--- config.mk ---
export PLATFORM = sky130hd
export DESIGN_NAME = geri_sayac
export DESIGN_NICKNAME = d
export VERILOG_FILES = /design/src/rtl/geri_sayac_pkg.sv /design/src/rtl/geri_sayac_prescaler.sv /design/src/rtl/geri_sayac.sv
export SDC_FILE = /design/constraint.sdc
export NUM_CORES = 1
export LEC_CHECK = 0
export CAP_MARGIN = 10
export CORE_MARGIN = 4
export CORE_UTILIZATION = 40
export DETAILED_ROUTE_END_ITERATION = 10
export SYNTH_ARGS = -nofsm -noshare
export SYNTH_HDL_FRONTEND = slang
export SYNTH_SLANG_ARGS = --single-unit
--- constraint.sdc ---
create_clock -name clk -period 2.83 [get_ports clk]
set_clock_uncertainty 0.1 [all_clocks]
set_input_delay 0.566 -clock clk [delete_from_list [all_inputs] [get_ports clk]]
set_output_delay 0.566 -clock clk [all_outputs]
set_load 0.005 [all_outputs]
--- src/rtl/geri_sayac_pkg.sv ---
// Shared definitions for the geri_sayac countdown timer: state encoding and
// default widths used by the top and the prescaler.
package geri_sayac_pkg;

    localparam int DEF_N     = 5;
    localparam int DEF_PRE_W = 4;

    localparam logic [1:0] ST_IDLE = 2'd0;
    localparam logic [1:0] ST_RUN  = 2'd1;
    localparam logic [1:0] ST_HOLD = 2'd2;

    typedef enum logic [1:0] {
        IDLE = ST_IDLE,
        RUN  = ST_RUN,
        HOLD = ST_HOLD
    } state_t;

    // True for the states in which a countdown is in progress.
    function automatic logic is_active(input state_t st);
        return (st == RUN) || (st == HOLD);
    endfunction

endpackage

--- src/rtl/geri_sayac_prescaler.sv ---
// Tick divider: one tick every limit+1 enabled cycles. The limit is latched
// on load so later changes on the input do not disturb a run in progress.
module geri_sayac_prescaler
    import geri_sayac_pkg::*;
#(
    parameter int PRE_W = DEF_PRE_W
) (
    input  logic             clk,
    input  logic             rst,
    input  logic             load,
    input  logic [PRE_W-1:0] limit,
    input  logic             en,
    input  logic             clr,
    output logic             tick
);

    logic [PRE_W-1:0] cnt_r;
    logic [PRE_W-1:0] lim_r;

    // Phase counter and latched limit; a disabled cycle leaves the phase intact
    // so a paused run resumes exactly where it stopped.
    always_ff @(posedge clk or posedge rst) begin
        if (rst) begin
            cnt_r <= {PRE_W{1'b0}};
            lim_r <= {PRE_W{1'b0}};
        end else if (load) begin
            cnt_r <= {PRE_W{1'b0}};
            lim_r <= limit;
        end else if (clr) begin
            cnt_r <= {PRE_W{1'b0}};
        end else if (en) begin
            if (cnt_r == lim_r) begin
                cnt_r <= {PRE_W{1'b0}};
            end else begin
                cnt_r <= cnt_r + {{(PRE_W-1){1'b0}}, 1'b1};
            end
        end else begin
            cnt_r <= cnt_r;
        end
    end

    // Tick is combinational so the count decrements on the same edge the phase wraps.
    always_comb begin
        tick = en && (cnt_r == lim_r);
    end

endmodule

--- src/rtl/geri_sayac.sv ---
// Loadable down-counter with prescaler, pause, abort and optional auto-reload.
// Emits a one-cycle done pulse when the count expires.
module geri_sayac
    import geri_sayac_pkg::*;
#(
    parameter int N     = DEF_N,
    parameter int PRE_W = DEF_PRE_W
) (
    input  logic             clk,
    input  logic             rst,
    input  logic [N-1:0]     load_val,
    input  logic [PRE_W-1:0] prescale,
    input  logic             start,
    input  logic             pause,
    input  logic             abort,
    input  logic             reload,
    output logic [N-1:0]     count,
    output logic             busy,
    output logic             done
);

    localparam logic [N-1:0] ZERO = {N{1'b0}};
    localparam logic [N-1:0] ONE  = {{(N-1){1'b0}}, 1'b1};

    state_t       state_r, state_s;
    logic [N-1:0] count_r, count_s;
    logic         busy_r;
    logic         done_r, done_s;
    logic         pre_load_s, pre_en_s, pre_clr_s, tick_s;

    geri_sayac_prescaler #(
        .PRE_W (PRE_W)
    ) u_pre (
        .clk   (clk),
        .rst   (rst),
        .load  (pre_load_s),
        .limit (prescale),
        .en    (pre_en_s),
        .clr   (pre_clr_s),
        .tick  (tick_s)
    );

    // Next-state, next-count and prescaler control; abort beats pause beats counting.
    always_comb begin
        state_s    = state_r;
        count_s    = count_r;
        done_s     = 1'b0;
        pre_load_s = 1'b0;
        pre_en_s   = 1'b0;
        pre_clr_s  = 1'b0;
        case (state_r)
            IDLE: begin
                if (start) begin
                    if (load_val != ZERO) begin
                        count_s    = load_val;
                        pre_load_s = 1'b1;
                        state_s    = RUN;
                    end else begin
                        count_s = ZERO;
                        done_s  = 1'b1;
                    end
                end else begin
                    count_s = count_r;
                end
            end
            RUN, HOLD: begin
                if (abort) begin
                    pre_clr_s = 1'b1;
                    state_s   = IDLE;
                end else if (pause) begin
                    state_s = HOLD;
                end else begin
                    // A HOLD cycle with pause released counts as a normal run cycle.
                    state_s  = RUN;
                    pre_en_s = 1'b1;
                    if (tick_s) begin
                        if (count_r == ONE) begin
                            done_s = 1'b1;
                            if (reload && (load_val != ZERO)) begin
                                count_s = load_val;
                            end else begin
                                count_s = ZERO;
                                state_s = IDLE;
                            end
                        end else begin
                            count_s = count_r - ONE;
                        end
                    end else begin
                        count_s = count_r;
                    end
                end
            end
            default: begin
                state_s = IDLE;
                count_s = ZERO;
            end
        endcase
    end

    // State, count and output registers.
    always_ff @(posedge clk or posedge rst) begin
        if (rst) begin
            state_r <= IDLE;
            count_r <= ZERO;
            busy_r  <= 1'b0;
            done_r  <= 1'b0;
        end else begin
            state_r <= state_s;
            count_r <= count_s;
            busy_r  <= is_active(state_s);
            done_r  <= done_s;
        end
    end

    assign count = count_r;
    assign busy  = busy_r;
    assign done  = done_r;

endmodule

# After elaboration in Yosys (flattened, before gate mapping)
# Index checks and enable logic that the tools add are counted.
word_totals:
  regBits: 17
  in_bits: 15
  output_inout_bits: 7
classes:
  n_addsub: 2
  eq_ne: 10
  mux: 35
  reduce_logical: 8
ops:
  columns: ["operator", "n"]
  rows:
  - ["$mux W5", 7]
  - ["$mux W1", 17]
  - ["$mux W4", 4]
  - ["$pmux W5 S2", 1]
  - ["$mux W2", 4]
  - ["$ne A2 B2 Y1 const B", 4]
  - ["$eq A5 B1 Y1 const B", 1]
  - ["$reduce_bool A5 Y1", 1]
  - ["$sub A5 B1 Y5 const B", 1]
  - ["$add A4 B1 Y4 const B", 1]
  - ["$eq A2 B1 Y1 const B", 2]
  - ["$eq A2 B2 Y1 const B", 2]
  - ["$eq A4 B4 Y1", 1]
  - ["$pmux W2 S2", 1]
  - ["$reduce_and A4 Y1", 1]
  - ["$reduce_bool A3 Y1", 1]
  - ["$logic_and A1 B1 Y1", 2]
  - ["$logic_not A2 Y1", 1]
  - ["$pmux W1 S2", 1]
  - ["$reduce_or A2 Y1", 1]
  - ["$logic_or A1 B1 Y1", 1]

# Longest topological paths before layout
logic_depth:
  depth_word: 10
  mapped_depth: 7
  ltp_nobuf: 7

# Hierarchy
# Synthesis repeated with hierarchy kept, for this count alone.
unflattened:
  cells_unflattened: 106
  area_unflattened_um2: 1046.0
modules_own_cells:
  columns: ["module", "instances", "cells_per_inst", "area_per_inst_um2", "seq_area_each_um2"]
  rows:
  - ["geri_sayac", 1, 69, 630.6, 225.2]
  - ["geri_sayac_prescaler", 1, 37, 415.4, 200.2]

# Worst setup path after synthesis
# Ideal clock, no wire load.
synth_path:
  path_type: "input -> register"
  start: "input port load_val[0]"
  end: "register u_pre.lim_r[0]"
  setup_time_ns: 0.125
  arrival_time_ns: 1.703
  path_slack_ns: 0.902
  stages: 3
  path_buffers: 0
  path_cell_list: "or4_4 > o211ai_2 > mux2_2"
synth_between:
  elab_chain_len: 4
synth_rtl:
  columns: ["element", "line", "source"]
  rows:
  - ["from (decl)", "geri_sayac.sv:11", "input logic [N-1:0] load_val,"]
  - ["$reduce_bool A5 Y1", "geri_sayac.sv:54", "if (load_val != ZERO) begin"]
  - ["$mux W1", "geri_sayac.sv:54", null]
  - ["$mux W1", "geri_sayac.sv:53", "if (start) begin"]
  - ["$mux W1", "geri_sayac.sv:51", "case (state_r)"]
  - ["to (signal assigned)", "geri_sayac_prescaler.sv:25", "lim_r <= {PRE_W{1'b0}};"]
  - ["to (signal assigned)", "geri_sayac_prescaler.sv:28", "lim_r <= limit;"]
  - ["to (decl)", "geri_sayac_prescaler.sv:18", "logic [PRE_W-1:0] lim_r;"]
# Every way passes these cells.
# A chain may end at the register's enable or synchronous reset.

# Worst setup path after layout
layout_path:
  start: "register state_r[1]"
  end: "register count_r[1] (netlist: count[1])"
layout_between:
  elab_chain_len: 6
layout_rtl:
  columns: ["element", "line", "source"]
  rows:
  - ["from (decl)", "geri_sayac.sv:25", "state_t state_r, state_s;"]
  - ["from (signal assigned)", "geri_sayac.sv:108", "state_r <= state_s;"]
  - ["$eq A2 B1 Y1 / $eq A2 B2 Y1 (equally long branches)", "geri_sayac.sv:51", null]
  - ["$reduce_or A2 Y1", "geri_sayac.sv:51", null]
  - ["$mux W1", "geri_sayac.sv:51", null]
  - ["$logic_and A1 B1 Y1", "geri_sayac_prescaler.sv:44", "tick = en && (cnt_r == lim_r);"]
  - ["$ne A2 B2 Y1 (no source line)", null, null]
  - ["$reduce_and A4 Y1 (no source line)", null, null]
  - ["to (signal assigned)", "geri_sayac.sv:109", "count_r <= count_s;"]
  - ["to (decl)", "geri_sayac.sv:26", "logic [N-1:0] count_r, count_s;"]
# Parallel ways exist; a longest one is shown, timed or not.

==> impl_metrics.tcl <==
set metrics [dict create \
    outcome "complete, no violations" \
    cts_tree "built" \
    io_pins 22 \
    drt_iter0_drc 39 \
    layout_commonest_cell "clkdlybuf4s50_1" \
    syn-num-nets 137 \
    core.rowCount 18 \
    n_fill_cell 238 \
    coreArea_um2 2570 \
    critPathCaptureType "flop" \
    final_nets 161 \
    cts_setup_buffers 0 \
    final_cell_mix "21 x clkdlybuf4s50_1, 17 x dfrtp_1, 10 x nor2_1, 9 x a21oi_1, 9 x inv_1" \
    layout_worst_path_cycle_share 0.770 \
    start_util 0.438 \
    synth_edf_count 0 \
    syn_avg_cell_area_um2 9.61 \
    fin_util 0.544 \
    ys_seq_area_frac 0.378 \
    drt_drc_violations_left 0 \
    grt_pass1_wl_um 4330 \
    drt_wl_total_um 2500 \
    critPathKind "reg -> reg" \
    synthFlopType "dfrtp_1" \
    setup_violations 0 \
    num_vias 947 \
    crit_chain "inv_1 > ha_1 > nor3b_1 > a21bo_4 > o21ai_4 > mux2_4" \
    max-vdd-ir-drop_mv 0.616 \
    critPathTopFamily "adder cells" \
    grt_pass1_vias 935 \
    power.static_leakage_nw 0.611 \
    viasPerCell 5.57 \
    startpoint_type "flop" \
    gr-total-overflow 0 \
    synthesis.area_um2 1120 \
    hp-class "reg -> reg" \
    crit_buf_inv 1 \
    grt_util_met2 0.231 \
    grt_max_degree 18 \
    cp_max_fo 13 \
    cts_sinks 17 \
    wire_per_inst_um 14.7 \
    slew_headroom 0.575 \
    final.setup.tns_ns 0 \
    synthCells 117 \
    clock-root-buffer "clkbuf_4" \
    async_flop_share 1.00 \
    ant_nets 0 \
    max_stage_delay_ns 0.50 \
    areaGrowthSynthToFinish_pct 24.1 \
    hpwl_um 1970 \
    cts_made_buffers 3 \
    die_h_um 61.0 \
    gp_congestion 0.803 \
    firstDrtPassIters 4 \
    hold_viol 0 \
    num_antenna_cells 0 \
    grt_antenna_before_repair 0 \
    grt_usage 0.157 \
    clock_latency_ns 0.29 \
    yosysWarnings 0 \
    cp_slowest_cell "ha_1" \
    busiest_layer "met2" \
    arrival_ns 2.26 \
    ys_seq_elements 17 \
    drive_gt1_frac 0.136 \
    clock_path_buffers 2 \
    required_ns 2.91 \
    clock.fmax_ghz 0.459 \
    synth_cell_types 36 \
    max_cap_violations 0 \
    grt_use_met1 0.226 \
    path_clk_slew_ns 0.10 \
    die_area_um2 3720 \
    met3_usage 0.0398 \
    power_density_nw_per_um2 1050 \
    cts_hold_buf 0 \
    cts_resized 0 \
    period_needed_ns 2.18 \
    die_w_um 61.0 \
    rsz0062_at_grt "no" \
    io_buffers 21 \
    htreeDepth 1 \
    report.final.slew_viol_count 0 \
    worst_pin_slew_ns 0.637 \
]
cell families (layout without fill, tap and decap cells):
family,count (synthesis),in the layout,share of synthesized area
flops,17,17,0.378
simple gates,41,41,0.214
compound gates,29,29,0.180
buf+inv,12,35,0.0400
mux,8,8,0.0934
xor+xnor,5,5,0.0389
fa+ha+maj,5,5,0.0556
metrics by stage:
| step | setup WS (ns) | cells | total power (W) | cell area [µm²] | hold WS (ns) |
|---|---|---|---|---|---|
| floorplan | 0.902 | 117 | 0.00110 | 1120 | 0.392 |
| global placement | 0.362 | 166 | 0.00134 | 1370 | 0.418 |
| detailed placement | 0.335 | 166 | 0.00135 | 1370 | 0.434 |
| CTS | 0.637 | 170 | 0.00149 | 1400 | 0.457 |
| global route | 0.477 | 170 | 0.00162 | 1400 | 0.483 |
| finish | 0.650 | 170 | 0.00147 | 1400 | 0.452 |
routing by layer:
| layer | vias up | wire (µm) |
|---|---|---|
| li1 | 473 | - |
| met1 | 449 | 1220 |
| met2 | 23 | 1130 |
| met3 | 2 | 131 |
| met4 | 0 | 21 |
| met5 | - | 0 |
synthesized netlist by cell type (3+ instances only):
cell type,n,share of area
inv_1,9,0.030
o21ai_0,4,0.018
nand3_1,6,0.027
ha_1,5,0.056
mux2_4,4,0.053
dfrtp_1,17,0.38
nor2_1,10,0.033
a21oi_1,9,0.040
nand4_1,4,0.022
mux2_2,4,0.040
nand2_1,7,0.023
clkbuf_1,3,0.010
xor2_1,5,0.039
a31oi_1,3,0.017
final timing paths:
check | start | to | slack (ns) | cells past startpoint
hold reg to reg | u_pre.lim_r[2]$_DFFE_PP0P_ | u_pre.lim_r[2]$_DFFE_PP0P_ | 0.45 | 1
hold / removal | u_pre.lim_r[2]$_DFFE_PP0P_ | u_pre.lim_r[2]$_DFFE_PP0P_ | 0.45 | 1
max in group asynchronous | rst | state_r[1]$_DFF_PP0_ | 1.67 | 2
min in group asynchronous | rst | count[2]$_DFFE_PP0P_ | 0.55 | 2
setup reg to reg | state_r[1]$_DFF_PP0_ | count[1]$_DFFE_PP0P_ | 0.65 | 6
setup / recovery | state_r[1]$_DFF_PP0_ | count[1]$_DFFE_PP0P_ | 0.65 | 6
worst reg2reg max path: stages, from the launching register on:
cell and delay (ns):
dfrtp_1 0.38, inv_1 0.05, ha_1 0.50, nor3b_1 0.42, a21bo_4 0.21, o21ai_4 0.10
mux2_4 0.31
flip-flops by register name (all words and copies together), names as in the netlist:
name	cells
u_pre.lim_r	4
done	1
u_pre.cnt_r	4
state_r	2
count	5
busy	1
power breakdown:
part           total (W)  switching (W)  internal (W)
Clock           0.000127      0.0000741     0.0000526
Combinational   0.000906       0.000435      0.000471
Sequential      0.000436      0.0000959      0.000340
Total            0.00147       0.000605      0.000864
cell type report:
cell class | instances | area, µm² | area share
multi-input cells | 88 | 654 | 0.469
clock buffers | 3 | 22.5 | 0.0161
repair buffers | 22 | 218 | 0.156
well taps | 30 | 37.5 | 0.0269
inverters | 9 | 33.8 | 0.0242
clock inverters | 1 | 5.00 | 0.00358
flip-flops and latches | 17 | 425 | 0.305
No activity file was read; power rests on OpenSTA's default activity.
